<file path="src/rtl/game_pkg.sv">
// game_pkg: shared definitions for the credit-intake path.
//   - Coin-type encodings and coin values (1 / 5 / 10).
//   - Amount width AMT_W and ceiling AMT_MAX.
//   - coin_state_t: coin_collector FSM states.
//   - coin_value(): coin type to amount (0 for the invalid code).
package game_pkg;

  localparam int unsigned AMT_W   = 10;
  localparam int unsigned AMT_MAX = 1023;

  typedef logic [AMT_W-1:0] amt_t;

  localparam logic [1:0] COIN_T1   = 2'b00;
  localparam logic [1:0] COIN_T5   = 2'b01;
  localparam logic [1:0] COIN_T10  = 2'b10;
  localparam logic [1:0] COIN_TBAD = 2'b11;

  localparam amt_t COIN_V1  = 10'd1;
  localparam amt_t COIN_V5  = 10'd5;
  localparam amt_t COIN_V10 = 10'd10;

  typedef enum logic [1:0] {
    ST_IDLE    = 2'd0,
    ST_COLLECT = 2'd1,
    ST_COMMIT  = 2'd2,
    ST_REFUND  = 2'd3
  } coin_state_t;

  function automatic amt_t coin_value(input logic [1:0] ctype);
    amt_t v;
    v = '0;
    case (ctype)
      COIN_T1:  v = COIN_V1;
      COIN_T5:  v = COIN_V5;
      COIN_T10: v = COIN_V10;
      default:  v = '0;
    endcase
    return v;
  endfunction

endpackage

</file>
<file path="src/rtl/idle_timer.sv">
// idle_timer: clear / enable / expire counter for the auto-commit timeout.
//   Parameter TIMEOUT_CYC (2..65535): o_expire is high while the count
//   equals TIMEOUT_CYC-1 and i_en is high.
// Ports:
//   clk      in   clock, rising edge
//   rst_n    in   asynchronous active-low reset
//   i_clr    in   synchronous clear (wins over i_en)
//   i_en     in   count enable
//   o_expire out  expiry indication (combinational from count)
module idle_timer #(
  parameter int unsigned TIMEOUT_CYC = 1000
) (
  input  logic clk,
  input  logic rst_n,
  input  logic i_clr,
  input  logic i_en,
  output logic o_expire
);

  localparam logic [15:0] CNT_LAST = 16'(TIMEOUT_CYC - 1);

  logic [15:0] r_cnt;

  // Saturates at CNT_LAST so the count never wraps if expiry is not acted on.
  always_ff @(posedge clk or negedge rst_n) begin
    if (!rst_n) begin
      r_cnt <= '0;
    end else if (i_clr) begin
      r_cnt <= '0;
    end else if (i_en && (r_cnt != CNT_LAST)) begin
      r_cnt <= r_cnt + 16'd1;
    end
  end

  assign o_expire = i_en && (r_cnt == CNT_LAST);

endmodule

</file>
<file path="src/rtl/coin_collector.sv">
// coin_collector: credit-intake stage ahead of the game credit counter.
//   Accumulates coin events into a pending amount and delivers it as a
//   one-cycle money/set pair on commit (or auto-commit timeout), or as a
//   one-cycle refund/refund_vld pair on cancel. All outputs registered.
// Configuration macro: COIN_AUTO_COMMIT_EN
//   defined   -> idle_timer built; TIMEOUT_CYC idle cycles in COLLECT commit.
//   undefined -> no timer; COLLECT left only by commit or cancel.
// Ports:
//   clk         in   clock, rising edge
//   rst_n       in   asynchronous active-low reset
//   coin_vld    in   one-cycle coin event
//   coin_type   in   [1:0] 00=1, 01=5, 10=10, 11=invalid
//   commit      in   player confirm (level)
//   cancel      in   player refund request (level)
//   money       out  [9:0] committed amount, nonzero only with set
//   set         out  one-cycle commit strobe
//   refund      out  [9:0] refunded amount, nonzero only with refund_vld
//   refund_vld  out  one-cycle refund strobe
//   pending     out  [9:0] accumulated uncommitted amount
//   coin_rej    out  one-cycle coin-rejected pulse
module coin_collector
  import game_pkg::*;
#(
  parameter int unsigned TIMEOUT_CYC = 1000
) (
  input  logic       clk,
  input  logic       rst_n,
  input  logic       coin_vld,
  input  logic [1:0] coin_type,
  input  logic       commit,
  input  logic       cancel,
  output logic [9:0] money,
  output logic       set,
  output logic [9:0] refund,
  output logic       refund_vld,
  output logic [9:0] pending,
  output logic       coin_rej
);

  coin_state_t r_state;
  coin_state_t w_next;

  amt_t        r_pending;
  amt_t        r_money;
  amt_t        r_refund;
  logic        r_set;
  logic        r_refund_vld;
  logic        r_coin_rej;

  amt_t        w_coin_val;
  logic [AMT_W:0] w_sum;
  logic        w_coin_ok;
  amt_t        w_total;
  logic        w_timeout;

  amt_t        w_pending_nxt;
  amt_t        w_money_nxt;
  amt_t        w_refund_nxt;
  logic        w_set_nxt;
  logic        w_refund_vld_nxt;
  logic        w_coin_rej_nxt;

  // Coin acceptance: one extra sum bit flags a total above AMT_MAX.
  assign w_coin_val = coin_value(coin_type);
  assign w_sum      = {1'b0, r_pending} + {1'b0, w_coin_val};
  assign w_coin_ok  = coin_vld && (coin_type != COIN_TBAD) && !w_sum[AMT_W];
  assign w_total    = w_coin_ok ? w_sum[AMT_W-1:0] : r_pending;

`ifdef COIN_AUTO_COMMIT_EN
  logic w_expire;

  // Holding the timer clear outside COLLECT gives a zero count on entry.
  idle_timer #(
    .TIMEOUT_CYC(TIMEOUT_CYC)
  ) u_idle_timer (
    .clk      (clk),
    .rst_n    (rst_n),
    .i_clr    (w_coin_ok || (r_state != ST_COLLECT)),
    .i_en     (r_state == ST_COLLECT),
    .o_expire (w_expire)
  );

  // A coin arriving on the expiry cycle restarts the idle period.
  assign w_timeout = w_expire && !w_coin_ok;
`else
  logic w_unused_timeout_cyc;
  assign w_unused_timeout_cyc = |TIMEOUT_CYC;
  assign w_timeout = 1'b0;
`endif

  // State register
  always_ff @(posedge clk or negedge rst_n) begin
    if (!rst_n) begin
      r_state <= ST_IDLE;
    end else begin
      r_state <= w_next;
    end
  end

  // Next-state logic. In IDLE the total is nonzero only with an accepted
  // coin, so commit/cancel with nothing to deliver fall through to IDLE.
  always_comb begin
    w_next = ST_IDLE;
    case (r_state)
      ST_IDLE, ST_COLLECT: begin
        if (w_total != '0) begin
          if (cancel) begin
            w_next = ST_REFUND;
          end else if (commit || w_timeout) begin
            w_next = ST_COMMIT;
          end else begin
            w_next = ST_COLLECT;
          end
        end else begin
          w_next = ST_IDLE;
        end
      end
      ST_COMMIT, ST_REFUND: begin
        w_next = w_coin_ok ? ST_COLLECT : ST_IDLE;
      end
      default: w_next = ST_IDLE;
    endcase
  end

  // Output logic: values registered alongside the state they belong to.
  always_comb begin
    w_set_nxt        = (w_next == ST_COMMIT);
    w_refund_vld_nxt = (w_next == ST_REFUND);
    w_money_nxt      = w_set_nxt        ? w_total : '0;
    w_refund_nxt     = w_refund_vld_nxt ? w_total : '0;
    w_pending_nxt    = (w_next == ST_COLLECT) ? w_total : '0;
    w_coin_rej_nxt   = coin_vld && !w_coin_ok;
  end

  always_ff @(posedge clk or negedge rst_n) begin
    if (!rst_n) begin
      r_pending    <= '0;
      r_money      <= '0;
      r_refund     <= '0;
      r_set        <= 1'b0;
      r_refund_vld <= 1'b0;
      r_coin_rej   <= 1'b0;
    end else begin
      r_pending    <= w_pending_nxt;
      r_money      <= w_money_nxt;
      r_refund     <= w_refund_nxt;
      r_set        <= w_set_nxt;
      r_refund_vld <= w_refund_vld_nxt;
      r_coin_rej   <= w_coin_rej_nxt;
    end
  end

  assign money      = r_money;
  assign set        = r_set;
  assign refund     = r_refund;
  assign refund_vld = r_refund_vld;
  assign pending    = r_pending;
  assign coin_rej   = r_coin_rej;

endmodule

</file>
<file path="config.mk">
export PLATFORM = sky130hd
export DESIGN_NAME = coin_collector
export DESIGN_NICKNAME = d
export VERILOG_FILES = /design/src/rtl/game_pkg.sv /design/src/rtl/idle_timer.sv /design/src/rtl/coin_collector.sv
export SDC_FILE = /design/constraint.sdc
export NUM_CORES = 1
export LEC_CHECK = 0
export CAP_MARGIN = 20
export CORE_MARGIN = 1
export CORE_UTILIZATION = 43
export DETAILED_ROUTE_END_ITERATION = 8
export PLACE_DENSITY = 0.75
export SLEW_MARGIN = 20
export SYNTH_ARGS = -nofsm -noshare
export SYNTH_HDL_FRONTEND = slang
export SYNTH_SLANG_ARGS = --single-unit
</file>
<file path="constraint.sdc">
create_clock -name clk -period 2.1 [get_ports clk]
set_clock_uncertainty 0.15 [all_clocks]
set_input_delay 0.21 -clock clk [delete_from_list [all_inputs] [get_ports clk]]
set_output_delay 0.21 -clock clk [all_outputs]
set_load 0.02 [all_outputs]
</file>
==> flow_summary_export.csv <==
group,metric,value,unit
placed_design,dp_hpwl,2780,um
layout,final_cells,272,
sta,slew_headroom,67.2,%
clock_tree,cts_tree,"built",
status,status,"complete, but fails checks",
drt,drtIter0Drc,76,
layout,nets,237,
status,violations,"negative setup slack",
grt,track_usage,22.7,%
sta,grt_setup_unrepaired,"yes",
logic_synthesis,ys_top_cells_by_count,"dfrtp_1 (34), nor2_1 (34), nand2_1 (8)",
setup_path,critPathSlowestCell,"dfrtp_2",
drt,via_per_inst,4.99,
placed_design,dpl.cell_count,257,
pwr,leakage,1.14,nW
setup_path,path_cells,"ha_4 -> inv_2 -> fa_2 -> nor2b_4 -> o31a_4 -> a31oi_4 -> buf_4 -> a2111o_1 -> nand2_2 -> a21oi_1",
grt,busiest_layer,"met2",
logic_synthesis,yosysWarningCount,0,
setup_path,worst-endpoint-arrival,2440,ps
sta,worst_slack,-288,ps
sta,slew_viol_final,0,
drt,via_count,1357,
grt,gr-usage-met3,6.02,%
job,cap_violations,0,
pwr,p_per_area,546,mW/mm^2
setup_path,cp_max_fo,5,
sta,layout_min_cycle_time,2390,ps
clock_tree,worstSkewPairLatency,330,ps
grt,grt_max_degree,35,
drt,wl_per_cell,16.2,um
clock_tree,clk_path_buf_depth,2,
logic_synthesis,synth.avg_cell_area,10.7,um^2
setup_path,crit_type,"reg -> reg",
clock_tree,clkTransAtPathRegs,100,ps
logic_synthesis,syn_inst,147,
logic_synthesis,ys_ff_latch,34,
sta,hold_viol_final,0,
pwr,peakVddDrop,0.420,mV
layout,drive_above_1_share,37.6,%
sta,fmax,0.419,GHz
logic_synthesis,yosysTopAreaCellShare,54.0,%
grt,globalRouteMet1Util,25.8,%
die,die_y,62.5,um
layout,diodes,0,
drt,dr.pass1.iters,4,
die,ios,40,
setup_path,worstPathRequired,2150,ps
die,die_x,62.5,um
clock_tree,clock-sinks,34,
die,start_util,46.1,%
logic_synthesis,synthTopCellsByArea,"dfrtp_1 (54%), nor2_1 (8.1%), ha_1 (3.2%)",
clock_tree,cts_made_buffers,5,
placed_design,port_buffers,39,
setup_path,critPathTopFamily,"compound AO/OA/AOI/OAI gates",
logic_synthesis,async_flop_share,100,%
worst_hold_path,hold_path.class,"in -> async",
logic_synthesis,synth_nets,159,
sta,fin_crit_sh,114,%
logic_synthesis,netlist_area,0.00158,mm^2
logic_synthesis,synth_edf_count,0,
setup_path,crit_path_max_incr_delay,410,ps
logic_synthesis,synth_ff_type,"dfrtp_1",
die,rows,21,
setup_path,crit_path_end_kind,"flop",
drt,drcViolationCount,0,
clock_tree,postCtsHoldBufs,0,
drt,drt_wl_total,4400,um
layout,utilization,75.7,%
sta,tightest_slew,491,ps
sta,tns,-5750,ps
logic_synthesis,ys_types,40,
setup_path,crit_buf_inv,2,
grt,grt_use_met2,40.2,%
grt,grt_pass1_wl,6670,um
setup_path,critPathLaunchType,"flop",
layout,syn2layout_area_growth,64.1,%
die,die_area,0.00391,mm^2
sta,setup_violations,33,
placed_design,gp_congestion,0.811,
logic_synthesis,synth_top_cell_by_area,"dfrtp_1",
drt,ant_nets,0,
grt,gr-total-overflow,0,
grt,grt_pass1_vias,1402,
clock_tree,h-tree-depth,2,
logic_synthesis,synth.yosys.seq_area_share,54.0,%
die,core,0.00342,mm^2
clock_tree,cts_root_buffer,"clkbuf_4",
grt,antenna_found_initial,0,
[final timing paths]
kind                                           start                   end  slack (ps)  depth (start not counted)
worst max-delay path            pending[0]$_DFF_PN0_         set$_DFF_PN0_        -290                         10
max in group asynchronous                      rst_n  pending[0]$_DFF_PN0_        1360                          2
min in group clk                              commit  r_state[1]$_DFF_PN0_         410                          3
worst min-delay path                           rst_n   refund[5]$_DFF_PN0_         120                          2
worst min register to register  r_state[1]$_DFF_PN0_  r_state[1]$_DFF_PN0_         430                          1
worst max register to register  pending[0]$_DFF_PN0_         set$_DFF_PN0_        -290                         10
[registers in the layout, indices dropped and copies added (netlist names)]
signal	count
refund_vld	1
r_state	1
refund	10
set	1
pending	10
money	10
coin_rej	1
[cell usage in the layout (no fill, tap or decap), types with 2 or more instances in the layout]
cell,n
o21ai_4,2
mux2i_4,2
dfrtp_1,33
nor2_1,26
a21o_1,2
buf_4,31
mux2i_2,2
and3_1,3
ha_4,3
clkbuf_4,5
nor2_2,3
xnor2_1,2
clkdlybuf4s50_1,38
nor2_4,5
nand2_1,6
o21ai_0,3
a21oi_1,3
inv_1,6
xnor2_2,3
buf_6,4
nand3_1,4
[worst reg2reg max path, stage by stage, from the launching register on]
cell and delay (ps):
dfrtp_2 410, ha_4 140, inv_2 30, fa_2 360, nor2b_4 140, o31a_4 160
a31oi_4 110, buf_4 180, a2111o_1 390, nand2_2 120, a21oi_1 80
[area by class of cell]
class / count / area (um^2)
clock buffer: 7 / 55.1
clock inverter: 1 / 5.00
fill: 234 / 831
inverter: 7 / 26.3
multi-input combinational: 102 / 902
sequential: 34 / 852
tap: 46 / 57.6
timing repair buffer: 75 / 687
[routing by layer]
metal | vias up | share of wire (%)
li1 | 652 | -
met1 | 668 | 40
met2 | 29 | 54
met3 | 8 | 4.0
met4 | 0 | 2.0
met5 | - | 0
[report_power, final]
group | internal (mW) | switching (mW) | leakage, nW
combinational | 0.165 | 0.183 | 0.637
clock | 0.162 | 0.205 | 0.0353
sequential | 0.677 | 0.0174 | 0.467
total | 1.00 | 0.406 | 1.14
[per-stage QoR]
step | setup WS, ps | total power [mW] | hold slack [ps] | area [um^2]
global route | -369 | 1.48 | 154 | 2580
global placement | -681 | 0.974 | 353 | 2280
finish | -288 | 1.41 | 119 | 2580
CTS | -235 | 1.38 | 107 | 2450
detailed placement | -749 | 0.987 | 369 | 2280
floorplan | -267 | 0.837 | -236 | 1630
[what timing repair did]
| action | CTS | global route |
|---|---|---|
| buffers inserted | 6 | 3 |
| pin swaps | 12 | 6 |
| hold endpoints to repair | 0 | 0 |
| gates resized for setup | 17 | 25 |
| endpoints found under the setup margin | 33 | 33 |
[logic make-up after synthesis]
logic type      after synthesis  synth area share [%]
xor+xnor                      6                  3.34
simple gates                 63                  19.4
mux                           5                  3.26
compound gates               23                  12.4
fa+ha+maj                     5                  4.45
buf+inv                      11                  3.18
flops                        34                  54.0
No activity file was read; power rests on OpenSTA's default activity.
